$ cat src/rtl/priority_encoder_stage.sv
// Debounced 8-button priority encoder feeding a one-entry output register.
// Raw levels are synchronized, debounced, edge-detected and the highest new press is encoded.
module priority_encoder_stage #(
    parameter int DEBOUNCE_CYCLES = 16
) (
    input  logic       clk,
    input  logic       rst_n,
    input  logic [7:0] btn,
    input  logic       clr,
    input  logic       ready,
    output logic [2:0] code,
    output logic       valid,
    output logic       multi,
    output logic       overflow
);

    localparam int CW = $clog2(DEBOUNCE_CYCLES);
    typedef logic [CW-1:0] cnt_t;
    localparam cnt_t CNT_LAST = cnt_t'(DEBOUNCE_CYCLES - 1);

    typedef enum logic {EMPTY, FULL} state_t;

    logic [7:0] sync1, sync2;
    logic [7:0] deb, prev;
    cnt_t       cnt [8];

    logic [7:0] press;
    logic       cand_any;
    logic [2:0] cand_code;
    logic       cand_multi;

    state_t     state, state_n;
    logic [2:0] code_n;
    logic       multi_n;
    logic       overflow_n;
    logic       drop;

    // NOTE: state is written with <= so every flop samples pre-edge values regardless of statement order.
    always_ff @(posedge clk or negedge rst_n) begin
        if (!rst_n) begin
            sync1 <= '0;
            sync2 <= '0;
        end else begin
            sync1 <= btn;
            sync2 <= sync1;
        end
    end

    // NOTE: the counter array is only eight small registers, so it is reset like any other flop.
    always_ff @(posedge clk or negedge rst_n) begin
        if (!rst_n) begin
            deb  <= '0;
            prev <= '0;
            for (int i = 0; i < 8; i++) cnt[i] <= '0;
        end else begin
            prev <= deb;
            for (int i = 0; i < 8; i++) begin
                if (sync2[i] == deb[i]) begin
                    cnt[i] <= '0;
                end else if (cnt[i] == CNT_LAST) begin
                    deb[i] <= sync2[i];
                    cnt[i] <= '0;
                end else begin
                    cnt[i] <= cnt[i] + cnt_t'(1);
                end
            end
        end
    end

    // Ascending scan so the highest pressed index wins.
    always_comb begin
        press      = deb & ~prev;
        cand_any   = |press;
        cand_multi = (press & (press - 8'd1)) != 8'd0;
        cand_code  = 3'd0;
        for (int i = 0; i < 8; i++) begin
            if (press[i]) cand_code = 3'(i);
        end
    end

    // NOTE: every output of this block gets a default first, so no path can infer a latch.
    always_comb begin
        state_n = state;
        code_n  = code;
        multi_n = multi;
        drop    = 1'b0;
        case (state)
            EMPTY: begin
                if (cand_any) begin
                    code_n  = cand_code;
                    multi_n = cand_multi;
                    state_n = FULL;
                end
            end
            FULL: begin
                if (ready) begin
                    if (cand_any) begin
                        code_n  = cand_code;
                        multi_n = cand_multi;
                    end else begin
                        state_n = EMPTY;
                    end
                end else if (cand_any) begin
                    drop = 1'b1;
                end
            end
            default: state_n = EMPTY;
        endcase
        overflow_n = drop | (overflow & ~clr);
    end

    always_ff @(posedge clk or negedge rst_n) begin
        if (!rst_n) begin
            state    <= EMPTY;
            code     <= 3'b000;
            multi    <= 1'b0;
            overflow <= 1'b0;
        end else begin
            state    <= state_n;
            code     <= code_n;
            multi    <= multi_n;
            overflow <= overflow_n;
        end
    end

    assign valid = (state == FULL);

endmodule
$ cat config.mk
export PLATFORM = sky130hd
export DESIGN_NAME = priority_encoder_stage
export DESIGN_NICKNAME = d
export VERILOG_FILES = /design/src/rtl/priority_encoder_stage.sv
export SDC_FILE = /design/constraint.sdc
export NUM_CORES = 1
export LEC_CHECK = 0
export CAP_MARGIN = 20
export CORE_UTILIZATION = 62
export CTS_CLUSTER_DIAMETER = 50
export DETAILED_ROUTE_END_ITERATION = 10
export PLACE_DENSITY = 0.9
export SETUP_SLACK_MARGIN = 0.1
export SYNTH_ARGS = -nofsm -noshare
export SYNTH_HDL_FRONTEND = slang
export SYNTH_SLANG_ARGS = --single-unit
export TNS_END_PERCENT = 30
$ cat constraint.sdc
create_clock -name clk -period 3.4 [get_ports clk]
set_input_delay 0.68 -clock clk [delete_from_list [all_inputs] [get_ports clk]]
set_output_delay 0.68 -clock clk [all_outputs]
set_load 0.01 [all_outputs]
==> results of run 1 <==
## stage by stage
| stage | utilization | hold WS, ns |
|---|---|---|
| finish | 0.753 | 0.210 |
| global route | 0.753 | 0.205 |
| CTS | 0.748 | 0.350 |
| detailed placement | 0.702 | 0.335 |
| global placement | 0.702 | 0.332 |
| floorplan | - | 0.331 |
## power by group through the flow
| stage | logic (mW) | clock network [mW] | registers (mW) |
|---|---|---|---|
| global route | 0.138 | 0.710 | 0.915 |
| global placement | 0.113 | 0 | 0.921 |
| finish | 0.121 | 0.660 | 0.910 |
| detailed placement | 0.119 | 0 | 0.924 |
| CTS | 0.122 | 0.678 | 0.910 |
| floorplan | 0.0551 | 0 | 0.920 |
## how the worst max path moves through the flow
stage / slack (ns) / cells past startpoint / end / startpoint
4_1_cts: 1.41 / 1 / code[1] / code[1]
6_report: 1.43 / 1 / code[1] / code[1]
3_5_place_dp: 1.41 / 5 / code[1] / ready
5_1_grt: 1.40 / 1 / code[1] / code[1]
2_1_floorplan: 1.97 / 4 / code[1] / ready
3_3_place_gp: 1.45 / 5 / code[1] / ready
## registers in the layout, indices dropped and copies added, names as in the netlist
name and cells:
cnt 32, sync1 8, multi 1, deb 8
prev 8, overflow 1, sync2 8, code 3
valid 1
## cells in the final DEF (no fill, tap or decap), types with 3 or more instances in the layout
master           instances
a21oi_1                 21
nand4b_1                 8
clkinv_2                 3
mux2_2                   8
nor2_1                  14
ha_1                     8
xnor2_1                 16
nor3b_1                  8
nand3_1                  8
clkdlybuf4s50_1         16
nand2_1                  7
nor2b_1                  8
o21ai_0                 10
clkbuf_8                11
dfrtp_1                 70
and2b_2                  3
inv_1                   10
## final cells by class
cell class              instances  share of cell area
flip-flops and latches         70               0.538
clock inverters                 4              0.0138
repair buffers                 20              0.0615
multi-input cells             137               0.307
well taps                      52              0.0200
inverters                      10              0.0115
clock buffers                  12              0.0477
## layer usage
| layer | vias to the layer above | track usage | share of wire |
|---|---|---|---|
| met3 | 6 | 0.0746 | 0.031 |
| met1 | 817 | 0.257 | 0.43 |
| met2 | 22 | 0.350 | 0.53 |
| met4 | 0 | 0.0907 | 0.012 |
| li1 | 809 | - | - |
| met5 | - | 0 | 0 |
## cell families after synthesis
kind of cell / count (synthesis) / share of synthesized area
AND/OR/NAND/NOR: 65 / 0.150
buffers and inverters: 10 / 0.0135
flip-flops: 70 / 0.628
multiplexers: 8 / 0.0323
XOR/XNOR: 16 / 0.0502
adder cells (fa/ha/maj): 9 / 0.0395
AO/OA/AOI/OAI: 39 / 0.0866
==> results.yml, run 1 <==
sta:
  rsz0062_at_grt: "no"
  setup_viol: 0
  final.period_utilization: 0.578
  tightestPinTransition_ns: 0.462
  max_slew_margin: 0.690
  skew_ns: 0.00548
  fin_ws_ns: 1.43
  report.final.slew_viol_count: 0
  period_needed_ns: 1.97
  setup_tns_ns: 0
  fmax_ghz: 0.508
  hold_viol_final: 0
place:
  placed_cells: 288
  hpwl_um: 2980
  dp_slack_ns: 1.41
  place_area_mm2: 0.00303
  port_buffers: 17
  gp_congestion: 0.753
finish:
  design_area_mm2: 0.00325
  drive_above_1_share: 0.146
  syn2layout_area_growth_pct: 16.7
  fin_cells: 305
  multiInputGateArea_um2: 1000
  fillerInstances: 279
  antenna_cells: 0
  nets: 268
  seq_area_mm2: 0.00175
clock_tree:
  cts_tree: "built"
  ctsLongestPathBuffers: 2
  clk_pin_slew_ns: 0.07
  clk_latency_ns: 0.34
  cts-root-buf: "clkbuf_8"
  numCtsBuffers: 9
  ctsResizeCount: 0
  ctsHoldBuffers: 0
  cts_max_level: 3
  numClockSinks: 70
  postCtsSetupBuffers: 0
flow_run:
  maxCapViolations: 0
power_and_ir_drop:
  power_mw: 1.69
  power_density_mw_per_mm2: 520
  clkPwrFrac: 0.390
  seqPwrFrac: 0.538
  internal_power_mw: 1.31
  switchingPower_uw: 377
  vdd_ir_drop_max_v: 0.000465
  combPwrFrac: 0.072
  power_leakage_nw: 1.44
  swShare: 0.223
global_route:
  grt_pass1_vias: 1687
  grt_pass1_wl_um: 7670
  grt_use_total: 0.214
  grt_overflow: 0
  grt_max_degree: 54
  antenna_found_initial: 0
critical_path:
  cp-end-kind: "primary output"
  rrSetupSlack_ns: 1.91
  slowest_stage: "clkdlybuf4s50_1"
  crit_arrival_ns: 1.29
  cp_slowest_stage_delay_ns: 0.55
  rr_endpoint: "code[1]"
  crit_fanout: 2
  start_kind: "register"
  crit_chain: "clkdlybuf4s50_1"
  cpLargestDelayFamily: "buffers and inverters"
  reg2regPathDepth: 4
  required_ns: 2.72
  path_buf_inv: 1
  r2r-start: "deb[6]"
  crit_type: "register to primary output"
floorplanning:
  die_w_um: 69.1
  die_h_um: 69.1
  io_pins: 18
  start_util: 0.645
  dieArea_mm2: 0.00477
  coreArea_mm2: 0.00432
  std_cell_rows: 24
synthesis:
  yosysUniqueCellTypes: 30
  netlist_instances: 217
  ys.flop_type: "dfrtp_1"
  synth_edf_count: 0
  yosys_register_bits: 70
  synthTopCellsByArea: "dfrtp_1, xnor2_1, a21oi_1"
  syn_area_mm2: 0.00279
  yosys.area.top_type: "dfrtp_1"
  postSynthAreaPerCell_um2: 12.9
  yosys_warnings: 0
  ys_async_sr_fraction: 1.00
  synthesis.nets: 237
  synth.top_cell.area_share: 0.628
  yosysMostFrequentCell: "dfrtp_1"
  ys_top_cells_by_count: "dfrtp_1, a21oi_1, xnor2_1"
  yosysSeqAreaShare: 0.628
status:
  status: "finished, final reports clean"
hold_path:
  hold_class: "input pin to async pin"
drt:
  num_vias: 1654
  wire_per_inst_um: 14.5
  antenna_left: 0
  remaining_drc_errors: 0
  drtIter0Drc: 60
  viasPerCell: 5.42
  routed_wl_um: 4430
  drt-pass1-iter-count: 4
Note: power is estimated with default switching activity, not from simulation.
==> run 2, diff against run 1 <==
Settings changed: CORE_UTILIZATION 62 to 58, PLACE_DENSITY 0.9 to 0.85.
Clock period 3.4 ns to 2 ns, I/O delays scaled along.
==> run 2 against run 1 <==
Global-route usage down 2.1 points; clock power is 71% higher; core utilization decreased by 2.9 points; via count rose by 0.60%; power increased by 70%; sequential share of layout area rose by 0.25 points; worst setup slack worse by 1.1 ns; first-iteration DRC count grew 12%.
==> results.yml, run 2 (synthesis results as in run 1) <==
global_route:
  grt_pass1_vias: 1678
  antenna_found_initial: 0
  grt_pass1_wl_um: 7230
  grt_overflow: 0
  grt_max_degree: 71
  grt_use_total: 0.193
clock_tree:
  numCtsBuffers: 9
  ctsLongestPathBuffers: 2
  cts-root-buf: "clkbuf_8"
  ctsHoldBuffers: 0
  cts_max_level: 3
  cts_tree: "built"
  ctsResizeCount: 0
  clk_latency_ns: 0.34
  numClockSinks: 70
  postCtsSetupBuffers: 0
  clk_pin_slew_ns: 0.07
sta:
  tightestPinTransition_ns: 0.418
  final.period_utilization: 0.842
  fmax_ghz: 0.594
  report.final.slew_viol_count: 0
  max_slew_margin: 0.721
  hold_viol_final: 0
  period_needed_ns: 1.68
  rsz0062_at_grt: "no"
  setup_tns_ns: 0
  setup_viol: 0
  skew_ns: 0.0103
critical_path:
  crit_arrival_ns: 1.28
  crit_chain: "clkdlybuf4s50_1"
  start_kind: "register"
  required_ns: 1.60
  crit_type: "register to primary output"
  cp_slowest_stage_delay_ns: 0.55
  cpLargestDelayFamily: "buffers and inverters"
  cp-end-kind: "primary output"
  path_buf_inv: 1
  slowest_stage: "clkdlybuf4s50_1"
  crit_fanout: 2
power_and_ir_drop:
  seqPwrFrac: 0.538
  combPwrFrac: 0.069
  switchingPower_uw: 636
  clkPwrFrac: 0.392
  vdd_ir_drop_max_v: 0.000721
  swShare: 0.222
  power_leakage_nw: 1.43
  power_density_mw_per_mm2: 885
  internal_power_mw: 2.23
hold_path:
  hold_class: "input pin to async pin"
finish:
  final_cell_mix: "dfrtp_1, a21oi_1, xnor2_1, clkdlybuf4s50_1, nor2_1"
  design_area_mm2: 0.00324
  drive_above_1_share: 0.139
  largest_register: "cnt"
  syn2layout_area_growth_pct: 16.2
  antenna_cells: 0
  final_common_cell: "dfrtp_1"
  fin_cells: 303
  nets: 266
  final_core_util: 0.724
  largest_reg_flops: 32
floorplanning:
  start_util: 0.623
  std_cell_rows: 24
  coreArea_mm2: 0.00447
  die_w_um: 71.3
  dieArea_mm2: 0.00509
  die_h_um: 71.3
  io_pins: 18
drt:
  wire_per_inst_um: 13.6
  drtIter0Drc: 67
  drt-pass1-iter-count: 4
  viasPerCell: 5.49
  routed_wl_um: 4130
  antenna_left: 0
  num_vias: 1664
  remaining_drc_errors: 0
flow_run:
  maxCapViolations: 0
place:
  hpwl_um: 2710
  place_area_mm2: 0.00304
  port_buffers: 17
  gp_congestion: 0.760
  placed_cells: 287
status:
  status: "finished, final reports clean"
[run 2: changes by cell type in the layout (fill, tap and decap cells not counted)]
cell,delta
buf_4,-2
[run 2: cell type report]
| type | instances | area [µm²] |
|---|---|---|
| Fill cell | 306 | 1230 |
| Multi-Input combinational cell | 137 | 1000 |
| Sequential cell | 70 | 1750 |
| Tap cell | 52 | 65.1 |
| Inverter | 10 | 37.5 |
| Clock buffer | 12 | 155 |
| Timing Repair Buffer | 18 | 185 |
| Clock inverter | 4 | 45.0 |
[run 2: final timing paths]
kind,start,to,slack [ns],cells past startpoint
min in group clk,sync1[6],sync2[6],0.35,0
min,rst_n,cnt[24],0.08,2
min reg2reg,sync1[6],sync2[6],0.35,0
max,code[1],code[1],0.32,1
max reg2reg,deb[6],code[2],0.41,5
max in group asynchronous,rst_n,cnt[1],1.64,2
[run 2: routing by layer]
| layer | wire (µm) | global-route usage |
|---|---|---|
| met5 | 0 | 0 |
| met2 | 2030 | 0.311 |
| met1 | 1830 | 0.218 |
| met3 | 143 | 0.0745 |
| met4 | 123 | 0.118 |
[run 2: through the flow]
step                hold slack [ns]  setup WS, ns  total power [mW]
global route                 0.0962         0.272              2.99
global placement              0.332         0.334              1.76
finish                       0.0790         0.317              2.87
floorplan                     0.104         0.633              1.66
detailed placement            0.336         0.284              1.77
CTS                          0.0792         0.279              2.91
[run 2: power by group through the flow]
stage	logic [mW]	clock network (mW)	registers, mW
2_1_floorplan	0.0937	0	1.56
3_3_place_gp	0.194	0	1.57
3_5_place_dp	0.200	0	1.57
4_1_cts	0.204	1.16	1.54
5_1_grt	0.226	1.21	1.55
6_report	0.198	1.13	1.54
